**config.mk**
```make
export PLATFORM = sky130hd
export DESIGN_NAME = program_step_streamer
export DESIGN_NICKNAME = d
export VERILOG_FILES = /design/src/rtl/program_step_streamer.sv
export SDC_FILE = /design/constraint.sdc
export NUM_CORES = 1
export LEC_CHECK = 0
export BUFFER_PORTS_ARGS = -buffer_cell sky130_fd_sc_hd__buf_4
export CORE_ASPECT_RATIO = 0.8
export CORE_MARGIN = 5
export CORE_UTILIZATION = 44
export DETAILED_ROUTE_END_ITERATION = 8
export HOLD_SLACK_MARGIN = 0.05
export MAX_ROUTING_LAYER = met4
export SLEW_MARGIN = 10
export SYNTH_ARGS = -nofsm -noshare
export SYNTH_HDL_FRONTEND = slang
export SYNTH_SLANG_ARGS = --single-unit
```
**constraint.sdc**
```tcl
create_clock -name Clock_50MHz -period 2.53 [get_ports Clock_50MHz]
set_input_delay 0 -clock Clock_50MHz [delete_from_list [all_inputs] [get_ports Clock_50MHz]]
set_output_delay 0 -clock Clock_50MHz [all_outputs]
set_load 0.02 [all_outputs]
```
**src/rtl/program_step_streamer.sv**
```systemverilog
// Replays a preloaded program onto the processor's switch-data bus, pulsing Step_Clock once per word.
// Optional single-step hold mode is enabled by defining STREAMER_SINGLE_STEP_EN.
module program_step_streamer #(
    parameter  int unsigned DEPTH       = 16,
    parameter  int unsigned SETUP_CYC   = 4,
    parameter  int unsigned PRESS_CYC   = 8,
    parameter  int unsigned RELEASE_CYC = 8,
    localparam int unsigned AW          = $clog2(DEPTH),
    localparam int unsigned DW          = 10,
    localparam int unsigned ICW         = 8
) (
    input  logic            Clock_50MHz,
    input  logic            Reset_n,
    input  logic            Load_Enable,
    input  logic [AW-1:0]   Load_Addr,
    input  logic [DW-1:0]   Load_Data,
    input  logic [AW:0]     Load_Length,
    input  logic            Run,
    input  logic            Done_In,
`ifdef STREAMER_SINGLE_STEP_EN
    input  logic            Step_Req,
    input  logic            Single_Mode,
`endif
    output logic [DW-1:0]   Data_Out,
    output logic            Step_Clock,
    output logic [AW-1:0]   Program_Counter,
    output logic [ICW-1:0]  Instr_Count,
    output logic            Busy,
    output logic            Halted
);

    localparam int unsigned CW = $clog2(SETUP_CYC + PRESS_CYC + RELEASE_CYC + 1);

    typedef enum logic [2:0] {
        IDLE    = 3'd0,
        SETUP   = 3'd1,
        PRESS   = 3'd2,
        RELEASE = 3'd3,
        HOLD    = 3'd4,
        DONE    = 3'd5
    } state_e;

    state_e         state_q, state_d;
    logic [CW-1:0]  cnt_q, cnt_d;
    logic [AW-1:0]  pc_q, pc_d;
    logic [DW-1:0]  data_q, data_d;
    logic [ICW-1:0] icnt_q, icnt_d;
    logic [AW:0]    len_q, len_d;
    logic           step_clock_q, step_clock_d;
    logic           busy_q, busy_d;
    logic           halted_q, halted_d;
    logic           run_prev_q, run_prev_d;
    logic           done_prev_q, done_prev_d;
    logic [DW-1:0]  mem_q [DEPTH];

    logic run_rise, done_rise, load_ok;
`ifdef STREAMER_SINGLE_STEP_EN
    logic step_prev_q, step_prev_d, step_rise;
    assign step_rise = Step_Req & ~step_prev_q;
`endif

    assign run_rise  = Run & ~run_prev_q;
    assign done_rise = Done_In & ~done_prev_q;
    assign load_ok   = Load_Enable & ~busy_q;

    // Program store: writable whenever no step is in flight; never reset
    always_ff @(posedge Clock_50MHz) begin
        if (load_ok) begin
            mem_q[Load_Addr] <= Load_Data;
        end
    end

    always_comb begin
        state_d     = state_q;
        cnt_d       = cnt_q;
        pc_d        = pc_q;
        data_d      = data_q;
        icnt_d      = icnt_q;
        len_d       = len_q;
        run_prev_d  = Run;
        done_prev_d = Done_In;
`ifdef STREAMER_SINGLE_STEP_EN
        step_prev_d = Step_Req;
`endif

        if (load_ok && (Load_Addr == AW'(0))) begin
            len_d = (Load_Length > (AW+1)'(DEPTH)) ? (AW+1)'(DEPTH) : Load_Length;
        end

        if ((state_q != IDLE) && done_rise && (icnt_q != {ICW{1'b1}})) begin
            icnt_d = icnt_q + ICW'(1);
        end

        case (state_q)
            IDLE: begin
                if (run_rise) begin
                    if (len_q == (AW+1)'(0)) begin
                        state_d = DONE;
                    end else begin
                        pc_d    = AW'(0);
                        icnt_d  = ICW'(0);
                        data_d  = mem_q[AW'(0)];
                        cnt_d   = CW'(0);
                        state_d = SETUP;
                    end
                end
            end
            SETUP: begin
                if (cnt_q == CW'(SETUP_CYC - 1)) begin
                    cnt_d   = CW'(0);
                    state_d = PRESS;
                end else begin
                    cnt_d = cnt_q + CW'(1);
                end
            end
            PRESS: begin
                if (cnt_q == CW'(PRESS_CYC - 1)) begin
                    cnt_d   = CW'(0);
                    state_d = RELEASE;
                end else begin
                    cnt_d = cnt_q + CW'(1);
                end
            end
            RELEASE: begin
                if (cnt_q == CW'(RELEASE_CYC - 1)) begin
                    cnt_d = CW'(0);
                    if ((AW+1)'(pc_q) == (len_q - (AW+1)'(1))) begin
                        state_d = DONE;
                    end else if (!Run) begin
                        state_d = IDLE;
`ifdef STREAMER_SINGLE_STEP_EN
                    end else if (Single_Mode) begin
                        state_d = HOLD;
`endif
                    end else begin
                        pc_d    = pc_q + AW'(1);
                        data_d  = mem_q[pc_q + AW'(1)];
                        state_d = SETUP;
                    end
                end else begin
                    cnt_d = cnt_q + CW'(1);
                end
            end
`ifdef STREAMER_SINGLE_STEP_EN
            HOLD: begin
                if (!Run) begin
                    state_d = IDLE;
                end else if (step_rise) begin
                    pc_d    = pc_q + AW'(1);
                    data_d  = mem_q[pc_q + AW'(1)];
                    cnt_d   = CW'(0);
                    state_d = SETUP;
                end
            end
`endif
            DONE: begin
                if (!Run) begin
                    state_d = IDLE;
                end
            end
            default: state_d = IDLE;
        endcase

        // Outputs follow the next state so they line up with state_q after the edge
        step_clock_d = (state_d != PRESS);
        busy_d       = (state_d == SETUP) || (state_d == PRESS) ||
                       (state_d == RELEASE) || (state_d == HOLD);
        halted_d     = (state_d == DONE);
    end

    always_ff @(posedge Clock_50MHz) begin
        if (!Reset_n) begin
            state_q      <= IDLE;
            cnt_q        <= CW'(0);
            pc_q         <= AW'(0);
            data_q       <= DW'(0);
            icnt_q       <= ICW'(0);
            len_q        <= (AW+1)'(0);
            step_clock_q <= 1'b1;
            busy_q       <= 1'b0;
            halted_q     <= 1'b0;
            run_prev_q   <= 1'b0;
            done_prev_q  <= 1'b0;
`ifdef STREAMER_SINGLE_STEP_EN
            step_prev_q  <= 1'b0;
`endif
        end else begin
            state_q      <= state_d;
            cnt_q        <= cnt_d;
            pc_q         <= pc_d;
            data_q       <= data_d;
            icnt_q       <= icnt_d;
            len_q        <= len_d;
            step_clock_q <= step_clock_d;
            busy_q       <= busy_d;
            halted_q     <= halted_d;
            run_prev_q   <= run_prev_d;
            done_prev_q  <= done_prev_d;
`ifdef STREAMER_SINGLE_STEP_EN
            step_prev_q  <= step_prev_d;
`endif
        end
    end

    assign Data_Out        = data_q;
    assign Step_Clock      = step_clock_q;
    assign Program_Counter = pc_q;
    assign Instr_Count     = icnt_q;
    assign Busy            = busy_q;
    assign Halted          = halted_q;

endmodule
```
* Word level (Yosys, flattened, before mapping)
Memories as Yosys holds them, arrays and structs flattened.
Index checks and enable logic that the tools add are counted.
** Operators by class
- Add/sub/neg operators :: 4
- $lt $le $gt $ge :: 1
- Equal/unequal tests :: 19
- Multiplexer cells :: 33
- Bitwise gates (word level) :: 6
- Reduce and logical (&&, ||, !) cells :: 15
** Operators with widths (number)
- 10-bit two-way mux :: 5
- 8-bit two-way mux :: 4
- 5-bit two-way mux :: 5
- 3-bit two-way mux :: 7
- 4-bit two-way mux :: 5
- 10-bit case mux with 2 select lines :: 1
- 3-bit case mux with 5 select lines :: 1
- 5-bit case mux with 3 select lines :: 1
- 3-bit by 2-bit == test with 1-bit output (second input constant) :: 4
- 2-bit inequality test (second input constant) :: 5
- 3-bit == test (second input constant) :: 3
- 8-bit by 1-bit adder with 8-bit output (second input constant) :: 1
- 8-bit inequality test (second input constant) :: 1
- 4-bit case mux with 2 select lines :: 1
- 3-bit by 1-bit == test with 1-bit output (second input constant) :: 2
- 6-bit AND reduction :: 1
- 3-bit nonzero test :: 2
- 5-bit by 1-bit adder with 5-bit output (second input constant) :: 1
- 4-bit by 5-bit == test with 1-bit output :: 1
- 5-bit by 2-bit == test with 1-bit output (second input constant) :: 1
- 5-bit by 3-bit == test with 1-bit output (second input constant) :: 1
- 5-bit greater-than comparator (second input constant) :: 1
- 5-bit logical NOT :: 1
- 5-bit by 1-bit subtractor with 5-bit output (second input constant) :: 1
- other kinds (12) :: 22
** Word-level totals
- Register bits :: 40
- Bits in writable memories :: 160
- Input port bits :: 24
- Output and inout port bits :: 25
- Word-level logic and storage cells :: 90
- Memories kept :: 1
** Memory list
- mem_q :: depth 16, width 10, read ports 2, clocked after memory_dff 0, write ports 1, line 54 : logic [DW-1:0] mem_q [DEPTH];

* Depth between registers and ports, before layout
- Depth in word-level cells :: 9
- Mapped depth :: 8
- Mapped depth without buffers :: 7

* Least setup slack after synthesis
OpenSTA, ideal clock, no wires.
- Path type :: flip-flop to flip-flop
- Start :: reg pc_q[1] (netlist: Program_Counter[1])
- End :: reg data_q[5] (netlist: Data_Out[5])
- Setup time :: 0.139 ns
- Arrival time :: 2.191 ns
- Required time :: 2.391 ns
- Path slack :: 0.200 ns
- Cell stages (with the launch flop) :: 8
- Path buffers :: 2
- Clock period less this slack :: 2.330 ns
- Cells stage by stage :: dfxtp_1 -> ha_1 -> buf_2 -> buf_2 -> mux4_2 -> a22o_1 -> a21oi_1 -> a311oi_2
** Between the ends
- Longest elaborated chain between the ends :: 6
- Elaborated cells between the ends (all ways) :: 9
- Those cells by class :: 1 x add/sub; 2 x eq/ne; 4 x mux; 1 x reduce/logical; 1 x memory
** RTL lines
- from (decl) :: line 45 : logic [AW-1:0] pc_q, pc_d;
- from (signal assigned) :: line 190 : pc_q <= pc_d;
- 4-bit by 1-bit adder with 4-bit output :: line 137 : data_d = mem_q[pc_q + AW'(1)];
- memory 16 x 10 bit
- 10-bit two-way mux :: line 129 : end else if (!Run) begin
- 10-bit two-way mux :: line 127 : if ((AW+1)'(pc_q) == (len_q - (AW+1)'(1))) begin
- 10-bit two-way mux :: line 125 : if (cnt_q == CW'(RELEASE_CYC - 1)) begin
- 10-bit case mux with 2 select lines :: line 94 : case (state_q)
- to (signal assigned) :: line 191 : data_q <= data_d;
- to (decl) :: line 46 : logic [DW-1:0] data_q, data_d;
Several ways; a longest one is shown, not always the timed one. The select of a mux whose other input is x is not followed.
A chain may end at the register's enable or synchronous reset.

* Worst setup path in the final report
- Start :: reg state_q[1]
- End :: reg data_q[8] (netlist: Data_Out[8])
** Between the ends
- Longest elaborated chain between the ends :: 3
- Elaborated cells between the ends (all ways) :: 10
- Those cells by class :: 6 x eq/ne; 1 x mux; 3 x reduce/logical
** RTL lines
- from (decl) :: line 43 : state_e state_q, state_d;
- from (signal assigned) :: line 188 : state_q <= state_d;
- 3-bit by 2-bit == test with 1-bit output / 3-bit logical NOT (equally long branches) :: line 94
- 2-bit inequality test (no source line) / 2-bit nonzero test (equally long branches)
- 6-bit AND reduction (no source line)
Several ways; a longest one is shown, not always the timed one.

==> results.yml <==
power:
  p_int_mw: 4.98
  leakagePower_nw: 3.25
  power_frac_seq_pct: 56.7
  ir_drop_uv: 434
  p_clk_share_pct: 38.8
  p_per_area_nw_per_um2: 646
  power_switching_mw: 1.41
  combPwrFrac_pct: 4.5
  netSwitchingFraction_pct: 22.0
  power.total_mw: 6.39
placement:
  dp.cells: 878
  pre_cts_ws_ns: 0.159
  placed_area_sq_um: 9150
  post-dp-hpwl_um: 12900
  portBuffers: 48
  place.gp.congestion: 0.830
clock_tree:
  cts_buffers: 17
  insertion_delay_ns: 0.43
  cts.sinks: 200
  cts.path.max_buffers: 2
  cts_tree: "built"
  cts_root_buffer: "clkbuf_16"
  cts_htree_levels: 4
  path_clk_slew_ns: 0.07
yosys:
  synth_top_area_share_pct: 57.3
  synth.distinct_cells: 65
  async_flop_share_pct: 0
  synth-main-ff-cell: "edfxtp_1"
  syn_nets: 598
  synth_area_sq_um: 8390
  yosys-top-cells-area: "edfxtp_1 57%, dfxtp_1 9.5%, mux4_2 7.5%"
  post-synth-top-area-cell: "edfxtp_1"
  avgSynthCellArea_sq_um: 14.7
  seq_area_frac_synth_pct: 66.8
  ys_ff_latch: 200
  synth_warnings: 0
  synth_cells: 570
  synth-edff-count: 160
layout:
  nNetsFinal: 686
  layout_commonest_cell: "edfxtp_1"
  ff_latch_area_sq_um: 5610
  postLayoutCellArea_sq_um: 9880
  multi_input_area_sq_um: 2580
  final_cell_mix: "160 x edfxtp_1, 77 x buf_4, 64 x nand2_1"
  antennaDiodeCount: 0
  fillers: 1601
  final_util_pct: 52.4
  area_growth_pct: 17.8
  drive_gt1_share_pct: 24.6
  final_cell_count_no_fill: 928
floorplanning:
  ios: 49
  die_area_sq_um: 21900
  core_area_sq_um: 18900
  initial_core_util_pct: 44.5
  rows: 45
  die_x_um: 164
  fp.dieH_um: 134
global_route:
  grt_max_degree: 42
  grt_pass1_wl_um: 29500
  grt-ovfl-total: 0
  grtUsageTotal_pct: 18.6
  grt_pass1_vias: 4998
  antenna_found_initial: 0
timing:
  worstMarginPinSlew_ns: 0.718
  min_period_ns: 2.36
  setup_ws_ns: 0.174
  holdWs_ns: 0.106
  setup_viol: 0
  tns_ns: 0
  fin_skew_ns: 0.00774
  fmax_ghz: 0.424
  maxSlewViolCount: 0
  rsz0062_at_grt: "no"
  slew_headroom_pct: 51.8
  hold_viol: 0
  finalCritPeriodShare_pct: 93.1
setup_path:
  cp.required_ns: 2.82
  arrival_ns: 2.64
  critPathCaptureType: "flip-flop"
  setup.worst_path.start_class: "flip-flop"
  cp_max_fo: 15
  crit_type: "reg -> reg"
route:
  drt_first_pass_iters: 5
  drt_iter0_drc: 494
  wl_per_cell_um: 20.8
  drc_errors: 0
  vias: 5103
  via_per_inst: 5.50
  ant_nets: 0
  wl_um: 19300
run:
  cap_violations: 0
status:
  status: "finished, final reports clean"
worst_hold_path:
  hp-class: "in -> reg"
==> path summary, 6_finish.rpt <==
check | endpoint | start | slack (ns) | cells after the start
max | Data_Out[8]$_SDFFE_PN0P_ | state_q[1]$_SDFF_PN0_ | 0.17 | 5
min reg2reg | len_q[1]$_SDFFE_PN0P_ | len_q[1]$_SDFFE_PN0P_ | 0.51 | 2
max reg2reg | Data_Out[8]$_SDFFE_PN0P_ | state_q[1]$_SDFF_PN0_ | 0.17 | 5
min | mem_q[8][8]$_DFFE_PP_ | Load_Addr[0] | 0.11 | 3
==> worst max-delay path: stages (launching register included) <==
cell and delay, ns:
dfxtp_1 0.63, nand3b_4 0.31, nor3_1 0.53, a41oi_4 0.38
a21oi_1 0.30, a311oi_2 0.07
==> registers in the layout (all words and copies together) (netlist names) <==
signal	flops
Step_Clock	1
run_prev_q	1
Busy	1
mem_q	160
Data_Out	10
Program_Counter	4
len_q	5
done_prev_q	1
Instr_Count	8
Halted	1
cnt_q	5
state_q	3
==> power by group through the flow <==
| stage | Combinational, mW | Sequential, mW | Clock, mW |
|---|---|---|---|
| 2_1_floorplan | 0.125 | 3.69 | 0 |
| 3_3_place_gp | 0.255 | 3.69 | 0 |
| 3_5_place_dp | 0.263 | 3.69 | 0 |
| 4_1_cts | 0.287 | 3.62 | 2.53 |
| 5_1_grt | 0.312 | 3.62 | 2.68 |
| 6_report | 0.287 | 3.62 | 2.48 |
==> cell families (layout without fill, tap and decap cells) <==
kind of cell | after synthesis | after routing | share of synthesized area (%)
DFF | 200 | 200 | 66.8
and+or+nand+nor | 184 | 184 | 11.0
AOI/OAI and AO/OA | 94 | 94 | 8.95
buffers and inverters | 39 | 139 | 2.65
muxes | 33 | 33 | 8.11
xor gates and xnor gates | 16 | 16 | 1.89
adders and majority gates | 4 | 4 | 0.597
==> layer usage <==
layer	up-vias	track usage, %	part of all wire, %
met5	-	-	0
met4	0	4.57	0.78
met3	8	3.71	6.2
met2	145	26.6	45
met1	2573	27.6	47
li1	2377	-	-
==> repair_timing <==
action	in CTS	in global routing
gates resized for setup	0	2
setup endpoints to repair	0	11
endpoints found under the hold margin	179	0
setup buffers	0	0
hold buffers	19	0
==> Yosys cell counts, types with 2 or more instances <==
cell type,number
buf_2,7
nor2_1,37
inv_1,8
nor3b_2,2
edfxtp_1,160
or3b_1,2
a22o_1,10
mux2i_1,5
a32oi_1,2
or3_1,2
o2111ai_1,8
a31oi_1,5
mux4_2,28
xor2_1,3
nand4b_1,2
nand3b_1,5
nand2_1,64
or2_2,2
nor2b_1,4
and2_1,5
a311oi_2,10
o21ai_0,6
a21oi_1,33
ha_1,4
nand4_1,6
buf_6,7
xnor2_1,12
a211oi_2,3
nand2b_1,5
nor3_1,13
nand3_1,25
dfxtp_1,40
clkbuf_1,12
o21ai_1,2
==> cell type report <==
class                           count  area share [%]
Sequential cell                   200            56.7
Inverter                           10           0.380
Multi-Input combinational cell    331            26.1
Clock buffer                       19            4.38
Clock inverter                     12           0.987
Tap cell                          258            3.27
Timing Repair Buffer               98            8.18
Power figures use the tool's default switching activity.
